`src/rtl/uart_core.sv`:
```
// uart_core: full-duplex UART with one TX engine and one RX engine on a
// shared clock. Frame format, bit period, parity and stop bits are set by
// parameters. RX has a one-entry holding register with overrun reporting and
// can be fed internally from the TX bitstream (loopback).
//
// Both engines use the same state encoding:
//   state    | meaning
//   S_IDLE   | line idle; TX waits for tx_valid, RX waits for a falling edge
//   S_START  | start bit; RX resamples it at mid-bit to reject glitches
//   S_DATA   | DATA_BITS payload bits, LSB first
//   S_PARITY | optional parity bit (never entered when PARITY == 0)
//   S_STOP   | STOP_BITS stop bits; TX can accept new data in the last cycle
module uart_core #(
  parameter int CLKS_PER_BIT = 10416,
  parameter int DATA_BITS    = 8,
  parameter int PARITY       = 0,
  parameter int STOP_BITS    = 1
) (
  input  logic                 clk,
  input  logic                 rst,
  input  logic [DATA_BITS-1:0] tx_data,
  input  logic                 tx_valid,
  output logic                 tx_ready,
  output logic                 tx,
  input  logic                 rx,
  output logic [DATA_BITS-1:0] rx_data,
  output logic                 rx_valid,
  input  logic                 rx_ready,
  output logic                 rx_parity_err,
  output logic                 rx_frame_err,
  output logic                 rx_overrun,
  input  logic                 loopback
);

  localparam int              CW        = $clog2(CLKS_PER_BIT);
  localparam logic [CW-1:0]   CNT_FULL  = CW'(CLKS_PER_BIT - 1);
  localparam logic [CW-1:0]   CNT_HALF  = CW'(CLKS_PER_BIT / 2 - 1);
  localparam logic [CW-1:0]   CNT_ONE   = CW'(1);
  localparam logic [3:0]      LAST_DATA = 4'(DATA_BITS - 1);
  localparam logic [3:0]      LAST_STOP = 4'(STOP_BITS - 1);
  localparam logic            PAR_EN    = (PARITY != 0);
  localparam logic            PAR_ODD   = (PARITY == 1);

  typedef enum logic [2:0] {
    S_IDLE, S_START, S_DATA, S_PARITY, S_STOP
  } state_t;

  // ---------------------------------------------------------------- TX
  state_t                 tx_state_q, tx_state_d;
  logic [CW-1:0]          tx_cnt_q, tx_cnt_d;
  logic [3:0]             tx_bit_q, tx_bit_d;
  logic [DATA_BITS-1:0]   tx_shift_q, tx_shift_d;
  logic                   tx_par_q, tx_par_d;
  logic                   tx_line_q, tx_line_d;
  logic                   tx_last;
  logic                   tx_accept;

  assign tx_last   = (tx_state_q == S_STOP) && (tx_cnt_q == '0) && (tx_bit_q == LAST_STOP);
  assign tx_ready  = (tx_state_q == S_IDLE) || tx_last;
  assign tx_accept = tx_valid && tx_ready;
  assign tx        = loopback ? 1'b1 : tx_line_q;

  // TX next state: bit-period down-counter, bit index, shift register; the
  // serial line is registered from the next state so the pin never glitches.
  always_comb begin
    tx_state_d = tx_state_q;
    tx_cnt_d   = tx_cnt_q;
    tx_bit_d   = tx_bit_q;
    tx_shift_d = tx_shift_q;
    tx_par_d   = tx_par_q;
    tx_line_d  = 1'b1;
    case (tx_state_q)
      S_START: begin
        if (tx_cnt_q == '0) begin
          tx_state_d = S_DATA;
          tx_cnt_d   = CNT_FULL;
          tx_bit_d   = '0;
        end else begin
          tx_cnt_d = tx_cnt_q - CNT_ONE;
        end
      end
      S_DATA: begin
        if (tx_cnt_q == '0) begin
          tx_cnt_d   = CNT_FULL;
          tx_shift_d = tx_shift_q >> 1;
          if (tx_bit_q == LAST_DATA) begin
            tx_state_d = PAR_EN ? S_PARITY : S_STOP;
            tx_bit_d   = '0;
          end else begin
            tx_bit_d = tx_bit_q + 4'd1;
          end
        end else begin
          tx_cnt_d = tx_cnt_q - CNT_ONE;
        end
      end
      S_PARITY: begin
        if (tx_cnt_q == '0) begin
          tx_state_d = S_STOP;
          tx_cnt_d   = CNT_FULL;
          tx_bit_d   = '0;
        end else begin
          tx_cnt_d = tx_cnt_q - CNT_ONE;
        end
      end
      S_STOP: begin
        if (tx_cnt_q == '0) begin
          if (tx_bit_q == LAST_STOP) begin
            tx_state_d = S_IDLE;
          end else begin
            tx_bit_d = tx_bit_q + 4'd1;
            tx_cnt_d = CNT_FULL;
          end
        end else begin
          tx_cnt_d = tx_cnt_q - CNT_ONE;
        end
      end
      default: tx_state_d = S_IDLE;
    endcase
    // An accept in the final stop cycle overrides the return to idle, giving
    // contiguous back-to-back frames.
    if (tx_accept) begin
      tx_state_d = S_START;
      tx_cnt_d   = CNT_FULL;
      tx_bit_d   = '0;
      tx_shift_d = tx_data;
      tx_par_d   = (^tx_data) ^ PAR_ODD;
    end
    case (tx_state_d)
      S_START:  tx_line_d = 1'b0;
      S_DATA:   tx_line_d = tx_shift_d[0];
      S_PARITY: tx_line_d = tx_par_d;
      default:  tx_line_d = 1'b1;
    endcase
  end

  // TX registers
  always_ff @(posedge clk) begin
    if (rst) begin
      tx_state_q <= S_IDLE;
      tx_cnt_q   <= '0;
      tx_bit_q   <= '0;
      tx_shift_q <= '0;
      tx_par_q   <= 1'b0;
      tx_line_q  <= 1'b1;
    end else begin
      tx_state_q <= tx_state_d;
      tx_cnt_q   <= tx_cnt_d;
      tx_bit_q   <= tx_bit_d;
      tx_shift_q <= tx_shift_d;
      tx_par_q   <= tx_par_d;
      tx_line_q  <= tx_line_d;
    end
  end

  // ---------------------------------------------------------------- RX
  logic                   rx_in;
  logic                   sync1_q, sync2_q, prev_q;
  state_t                 rx_state_q, rx_state_d;
  logic [CW-1:0]          rx_cnt_q, rx_cnt_d;
  logic [3:0]             rx_bit_q, rx_bit_d;
  logic [DATA_BITS-1:0]   rx_shift_q, rx_shift_d;
  logic                   perr_w_q, perr_w_d;
  logic                   ferr_w_q, ferr_w_d;
  logic                   rx_done;
  logic [DATA_BITS-1:0]   rx_data_q, rx_data_d;
  logic                   rx_valid_q, rx_valid_d;
  logic                   rx_perr_q, rx_perr_d;
  logic                   rx_ferr_q, rx_ferr_d;
  logic                   rx_ovr_q, rx_ovr_d;

  assign rx_in         = loopback ? tx_line_q : rx;
  assign rx_data       = rx_data_q;
  assign rx_valid      = rx_valid_q;
  assign rx_parity_err = rx_perr_q;
  assign rx_frame_err  = rx_ferr_q;
  assign rx_overrun    = rx_ovr_q;

  // Two-flop synchroniser plus one delayed copy for falling-edge detection.
  // Requiring a high-to-low edge also keeps RX idle after a break until the
  // line has been seen high again.
  always_ff @(posedge clk) begin
    if (rst) begin
      sync1_q <= 1'b1;
      sync2_q <= 1'b1;
      prev_q  <= 1'b1;
    end else begin
      sync1_q <= rx_in;
      sync2_q <= sync1_q;
      prev_q  <= sync2_q;
    end
  end

  // RX next state: mid-bit sampling with the same down-counter scheme as TX.
  always_comb begin
    rx_state_d = rx_state_q;
    rx_cnt_d   = rx_cnt_q;
    rx_bit_d   = rx_bit_q;
    rx_shift_d = rx_shift_q;
    perr_w_d   = perr_w_q;
    ferr_w_d   = ferr_w_q;
    rx_done    = 1'b0;
    case (rx_state_q)
      S_IDLE: begin
        if (prev_q && !sync2_q) begin
          rx_state_d = S_START;
          rx_cnt_d   = CNT_HALF;
        end
      end
      S_START: begin
        if (rx_cnt_q == '0) begin
          if (sync2_q) begin
            rx_state_d = S_IDLE;
          end else begin
            rx_state_d = S_DATA;
            rx_cnt_d   = CNT_FULL;
            rx_bit_d   = '0;
            perr_w_d   = 1'b0;
            ferr_w_d   = 1'b0;
          end
        end else begin
          rx_cnt_d = rx_cnt_q - CNT_ONE;
        end
      end
      S_DATA: begin
        if (rx_cnt_q == '0) begin
          rx_shift_d = {sync2_q, rx_shift_q[DATA_BITS-1:1]};
          rx_cnt_d   = CNT_FULL;
          if (rx_bit_q == LAST_DATA) begin
            rx_state_d = PAR_EN ? S_PARITY : S_STOP;
            rx_bit_d   = '0;
          end else begin
            rx_bit_d = rx_bit_q + 4'd1;
          end
        end else begin
          rx_cnt_d = rx_cnt_q - CNT_ONE;
        end
      end
      S_PARITY: begin
        if (rx_cnt_q == '0) begin
          perr_w_d   = sync2_q ^ (^rx_shift_q) ^ PAR_ODD;
          rx_state_d = S_STOP;
          rx_cnt_d   = CNT_FULL;
          rx_bit_d   = '0;
        end else begin
          rx_cnt_d = rx_cnt_q - CNT_ONE;
        end
      end
      S_STOP: begin
        if (rx_cnt_q == '0) begin
          if (!sync2_q) ferr_w_d = 1'b1;
          if (rx_bit_q == LAST_STOP) begin
            rx_done    = 1'b1;
            rx_state_d = S_IDLE;
          end else begin
            rx_bit_d = rx_bit_q + 4'd1;
            rx_cnt_d = CNT_FULL;
          end
        end else begin
          rx_cnt_d = rx_cnt_q - CNT_ONE;
        end
      end
      default: rx_state_d = S_IDLE;
    endcase
  end

  // Holding register: load when empty or being drained this cycle, else flag
  // overrun and keep the held frame untouched.
  always_comb begin
    rx_data_d  = rx_data_q;
    rx_perr_d  = rx_perr_q;
    rx_ferr_d  = rx_ferr_q;
    rx_valid_d = rx_valid_q;
    rx_ovr_d   = rx_done && rx_valid_q && !rx_ready;
    if (rx_valid_q && rx_ready) rx_valid_d = 1'b0;
    if (rx_done && (!rx_valid_q || rx_ready)) begin
      rx_valid_d = 1'b1;
      rx_data_d  = rx_shift_q;
      rx_perr_d  = perr_w_q;
      rx_ferr_d  = ferr_w_d;
    end
  end

  // RX registers
  always_ff @(posedge clk) begin
    if (rst) begin
      rx_state_q <= S_IDLE;
      rx_cnt_q   <= '0;
      rx_bit_q   <= '0;
      rx_shift_q <= '0;
      perr_w_q   <= 1'b0;
      ferr_w_q   <= 1'b0;
      rx_data_q  <= '0;
      rx_valid_q <= 1'b0;
      rx_perr_q  <= 1'b0;
      rx_ferr_q  <= 1'b0;
      rx_ovr_q   <= 1'b0;
    end else begin
      rx_state_q <= rx_state_d;
      rx_cnt_q   <= rx_cnt_d;
      rx_bit_q   <= rx_bit_d;
      rx_shift_q <= rx_shift_d;
      perr_w_q   <= perr_w_d;
      ferr_w_q   <= ferr_w_d;
      rx_data_q  <= rx_data_d;
      rx_valid_q <= rx_valid_d;
      rx_perr_q  <= rx_perr_d;
      rx_ferr_q  <= rx_ferr_d;
      rx_ovr_q   <= rx_ovr_d;
    end
  end

endmodule

```
`config.mk`:
```
export PLATFORM = sky130hd
export DESIGN_NAME = uart_core
export DESIGN_NICKNAME = d
export VERILOG_FILES = /design/src/rtl/uart_core.sv
export SDC_FILE = /design/constraint.sdc
export NUM_CORES = 1
export LEC_CHECK = 0
export ABC_AREA = 1
export CAP_MARGIN = 0
export CORE_ASPECT_RATIO = 0.6
export CORE_MARGIN = 2
export CORE_UTILIZATION = 31
export CTS_BUF_LIST = sky130_fd_sc_hd__clkbuf_8
export CTS_CLUSTER_SIZE = 28
export DETAILED_ROUTE_END_ITERATION = 16
export PLACE_DENSITY = 0.56
export SETUP_SLACK_MARGIN = 0.1
export SLEW_MARGIN = 10
export SYNTH_ARGS = -nofsm -noshare
export SYNTH_HDL_FRONTEND = slang
export SYNTH_SLANG_ARGS = --single-unit
export TNS_END_PERCENT = 50
```
`constraint.sdc`:
```
create_clock -name clk -period 2.2 [get_ports clk]
set_input_delay 0.33 -clock clk [delete_from_list [all_inputs] [get_ports clk]]
set_output_delay 0.33 -clock clk [all_outputs]
set_load 0.03 [all_outputs]
```
# Yosys cells after proc, flatten, opt, wreduce, memory -nomap -nowiden
# Index checks and enable logic that the tools add are counted.
# classes
addsub	4
eq_ne	30
mux	64
n_bitwise	1
reduce_logical	43
# ops
operator	count
$mux W14	10
$pmux W14 S4	1
$mux W4	12
$mux W3	14
$logic_not A14 Y1	2
$pmux W14 S2	1
$sub A14 B1 Y14 const B	2
$mux W8	3
$ne A2 B2 Y1 const B	11
$eq A3 B2 Y1 const B	6
$pmux W4 S4	1
$reduce_xor A8 Y1	2
$mux W1	15
$pmux W3 S5	1
$reduce_and A7 Y1	2
$pmux W3 S4	1
$pmux W4 S3	1
$reduce_bool A2 Y1	5
$eq A3 B1 Y1 const B	3
$ne A3 B3 Y1 const B	3
$add A4 B1 Y4 const B	2
$eq A4 B3 Y1 const B	2
$logic_and A1 B1 Y1	8
$logic_not A4 Y1	2
17 further kinds	32
# word_totals
reg_bits	77
inputBits	14
output_inout_bits	14

# Logic depth before layout (Yosys ltp)
# logic_depth
word_depth	8
depth_mapped	13
mapped_depth_nobuf	13

# Least setup slack after synthesis
# OpenSTA, ideal clock, no wires.
# synth_path
path_type	flip-flop to flip-flop
from	reg rx_cnt_q[0]
to	reg rx_ferr_q, in the netlist rx_frame_err
setup_ns	0.109
arrival_time_ns	1.569
required_ns	2.091
setup_slack_ns	0.522
stages_incl_launch_ff	13
synth_period_minus_slack_ns	1.678
cell_sequence	dfxtp_1 -> inv_1 -> ha_1 -> inv_1 -> nor2_2 -> nand2_1 -> nor2_2 -> nand2_4 -> nor3_4 -> buf_6 -> nand3_1 -> nand2_1 -> inv_1
# synth_via
elab_chain_len	4
word_cells_on_any_way	7
cone_classes	mux: 5; reduce/logical: 2
# synth_rtl
item	line	text
from (decl)	159	logic [CW-1:0] rx_cnt_q, rx_cnt_d;
from (signal assigned)	299	rx_cnt_q <= rx_cnt_d;
$logic_not A14 Y1 (*)	210, 249	
$mux W1	249	if (rx_cnt_q == '0) begin
$mux W1	202	case (rx_state_q)
$logic_and A1 B1 Y1	275	if (rx_done && (!rx_valid_q || rx_ready)) begin
to (signal assigned)	307	rx_ferr_q <= rx_ferr_d;
to (decl)	168	logic rx_ferr_q, rx_ferr_d;
# Every way passes the cells marked *; elsewhere a longest branch is shown, timed or not.
# A chain may end at the register's enable or synchronous reset.

# Final worst setup path
# layout_path
from	reg tx_cnt_q[0]
to	out tx_ready
# layout_via
elab_chain_len	4
# layout_rtl
item	line	text
from (decl)	50	logic [CW-1:0] tx_cnt_q, tx_cnt_d;
from (signal assigned)	147	tx_cnt_q <= tx_cnt_d;
$logic_not A14 Y1	58	assign tx_last = (tx_state_q == S_STOP) && (tx_cnt_q == '0) && (tx_bit_q == LAST_STOP);
$logic_and A1 B1 Y1 (2 in series)	58	
$logic_or A1 B1 Y1	59	assign tx_ready = (tx_state_q == S_IDLE) || tx_last;
to (decl)	23	output logic tx_ready,
# Every way passes these cells.

==> reports/results.tsv <==
stage	metric	value	unit
status	outcome	finished, final reports clean	
route	TritonRoute pass-1 iters	5	
grt	global-route wire length before repair	17.8	mm
floorplan	num rows	33	
logic_synthesis	ys async rst share	0	%
logic_synthesis	library cells used by synthesis	39	
logic_synthesis	area share of the largest cell type after synthesis	35.1	%
finish	Filler Cells Inserted	1451	
logic_synthesis	Netlist Area Pre-Place	0.00439	mm2
timing	Final Cycle Share	89.8	%
logic_synthesis	register area share after synthesis	35.1	%
logic_synthesis	Area contributors post-synth	dfxtp_1 (35%), nand2_1 (11%), nor2_1 (8.3%), inv_1 (6.8%), nand3_1 (4.9%)	
hold_path	Hold WC Path Type	reg -> reg	
finish	Final Instance Area	0.00508	mm2
power_and_ir_drop	Max rail drop VDD	0.353	mV
clocking	CTS tree	done	
grt	met2 Resource Use GR	22.0	%
placement	DP Wirelength	8.23	mm
placement	placed cells	867	
placement	I/O Buffers	27	
grt	GRT Overall Usage	15.0	%
route	via count	4243	
route	Vias/cell	4.80	
logic_synthesis	Net Count, Synth	673	
critical_path	FF-to-FF setup slack	290	ps
placement	Placed Area	0.00489	mm2
logic_synthesis	Seq cells post-synth	77	
floorplan	number of I/O pins	28	
finish	Nets	709	
grt	vias in the first global route	3736	
power_and_ir_drop	sw frac	44.7	%
grt	largest net degree at the start of global routing	34	
logic_synthesis	Ys Warns	0	
power_and_ir_drop	leakage	0.00225	uW
clocking	Longest Clk Path Bufs	2	
critical_path	critical-path cell list	inv_1, ha_1, nand2_1, nor2_4, nand3_1, nand2_2, buf_2	
grt	antenna violations before repair	0	
power_and_ir_drop	Comb pwr share	46.3	%
floorplan	DIE WIDTH	158	um
route	Residual DRC	0	
logic_synthesis	Cells after Synth	652	
critical_path	Crit Path Class	reg -> out	
floorplan	die footprint	0.0152	mm2
grt	global route hottest layer	met2	
critical_path	Worst Setup End Kind	output pin	
power_and_ir_drop	clock share of power	18.3	%
power_and_ir_drop	P_sw	2240	uW
critical_path	critical path arrival	1650	ps
power_and_ir_drop	sequential share of power	35.4	%
timing	fin. max-slew vios	0	
timing	Worst slew margin	71.3	%
power_and_ir_drop	P_int	2770	uW
clocking	clock sinks	77	
timing	final hold viol count	0	
route	routed wire length	10.8	mm
finish	area delta synth->final	15.7	%
clocking	Root Buffer	clkbuf_8	
finish	layout cell share with drive strength beyond 1	11.3	%
clocking	CTS clock-pin slew for the worst setup and hold paths	70	ps
logic_synthesis	syn_area_per_cell	6.73	um2
route	Routed wire per std cell	12.2	um
timing	Worst Max-Slew Pin Slew	430	ps
timing	f_max	506	MHz
timing	Setup Viol. Count Final	0	
grt	met1 GRT Util	21.8	%
clocking	CTS Buf Count	9	
finish	Non-Filler Instances	884	
logic_synthesis	predominant post-synthesis flop cell	dfxtp_1	
job	Max-Cap Viols	0	
route	post-route ant nets	0	
timing	min Tclk post-route	1980	ps
grt	GR Util met3	3.65	%
logic_synthesis	Post-synth EDFFs	0	
clocking	Clk Latency, worst-skew pair	350	ps
floorplan	CORE AREA	0.0137	mm2
floorplan	Die Y	96.2	um
clocking	H-tree depth	3	
logic_synthesis	cell taking the most area after synthesis	dfxtp_1	
timing	skew final	10.7	ps
grt	Overflow after GRT	0	
power_and_ir_drop	pwr/cell area	986	mW/mm2
critical_path	Startpoint Class	flip-flop	
timing	setup tns final	0	ps
route	initial DRC count	304	
critical_path	Slowest cell on crit path	dfxtp_1	
floorplan	Starting Density	31.9	%
critical_path	worst-path maximum fanout	4	
critical_path	Critical Path Max Stage Delay	320	ps
placement	gpl congestion	0.911	
finish	Ant. Diodes	0	
critical_path	Req. time, crit path	1870	ps
timing	RSZ-0062 raised after global routing	true	
## final timing paths
path | to | depth (start not counted) | start
max | tx_ready | 7 | tx_cnt_q[0]
max reg2reg | rx_data[0] | 11 | rx_cnt_q[0]
min reg2reg | sync2_q | 1 | sync1_q
min | sync2_q | 1 | sync1_q
## power by group through the flow
stage	combinational (uW)	sequential [uW]	clock, uW
floorplan	1720	1760	0
global route	2580	1800	1020
detailed placement	2210	1790	0
finish	2320	1770	916
global placement	2170	1790	0
CTS	2210	1760	953
## placed cells by master, fill, tap and decap left out, drive strengths merged, types with 10 or more instances in the layout
| cell type | synthesis | routed |
|---|---|---|
| nor3 | 13 | 13 |
| clkdlybuf4s50 | 0 | 26 |
| inv | 86 | 88 |
| clkbuf | 6 | 10 |
| nor2 | 113 | 113 |
| nand2 | 153 | 153 |
| a21oi | 42 | 42 |
| dfxtp | 77 | 77 |
| o21ai | 46 | 46 |
| xor2 | 17 | 17 |
| nand3 | 47 | 47 |
## repair_timing
item                       4_1_cts  5_1_grt
setup endpoints to repair        1       22
hold buffers                     0        0
buffers inserted                 0        2
resized for setup                5        4
pin swaps                        0        1
## synth_stat cells, types with 3 or more instances
cell and n:
a211oi_1 9, a21oi_1 42, clkbuf_1 6, dfxtp_1 77, ha_1 7, inv_1 80, inv_2 6, nand2_1 134
nand2_2 15, nand2_4 4, nand3_1 43, nand3_2 4, nand4_1 7, nor2_1 97, nor2_2 10, nor2_4 6
nor3_1 9, nor3_2 3, o21ai_0 41, o21ai_1 3, xnor2_1 8, xor2_1 17
## critical path: cells and delay by family, from the launching register on
kind,cells,cell delay (ps)
buffers and inverters,2,320
flip-flops,1,320
AND/OR/NAND/NOR,4,450
adder cells (fa/ha/maj),1,190
## through the flow
step	setup WS, ps	total power, uW	hold WS, ps	util [%]
after floorplan	522	3490	389	-
after global placement	165	3960	401	35.6
after global routing	65.6	5400	428	36.9
final	224	5010	412	36.9
after detailed placement	125	4000	399	35.6
after CTS	180	4930	417	36.7
## registers in the layout, indices dropped and copies added, names as in the netlist
name,cells
rx_cnt_q,14
tx_cnt_q,14
rx_data,8
rx_shift_q,8
tx_shift_q,8
rx_bit_q,4
tx_bit_q,4
rx_state_q,3
tx_state_q,3
ferr_w_q,1
perr_w_q,1
prev_q,1
rx_frame_err,1
rx_overrun,1
rx_parity_err,1
rx_valid,1
sync1_q,1
sync2_q,1
tx_line_q,1
tx_par_q,1
## kinds of logic after synthesis
logic type / share of synthesized area, %
simple gates: 35.3
compound gates: 13.8
buf+inv: 8.78
flops: 35.1
xor+xnor: 4.99
fa+ha+maj: 2.00
## cell type report
type	count	area, um2	area share [%]
Tap cell	192	240	4.73
Sequential cell	77	1540	30.4
Inverter	88	335	6.60
Multi-Input combinational cell	477	2480	48.8
Clock buffer	10	138	2.71
Timing Repair Buffer	35	325	6.41
Clock inverter	5	21.3	0.419
## metal layers
| layer | share of wire, % | up-vias |
|---|---|---|
| met5 | 0 | - |
| met4 | 0.89 | 0 |
| met3 | 5.6 | 13 |
| met2 | 39 | 127 |
| met1 | 54 | 1942 |
| li1 | - | 2161 |
Note: power is estimated with default switching activity, not from simulation.
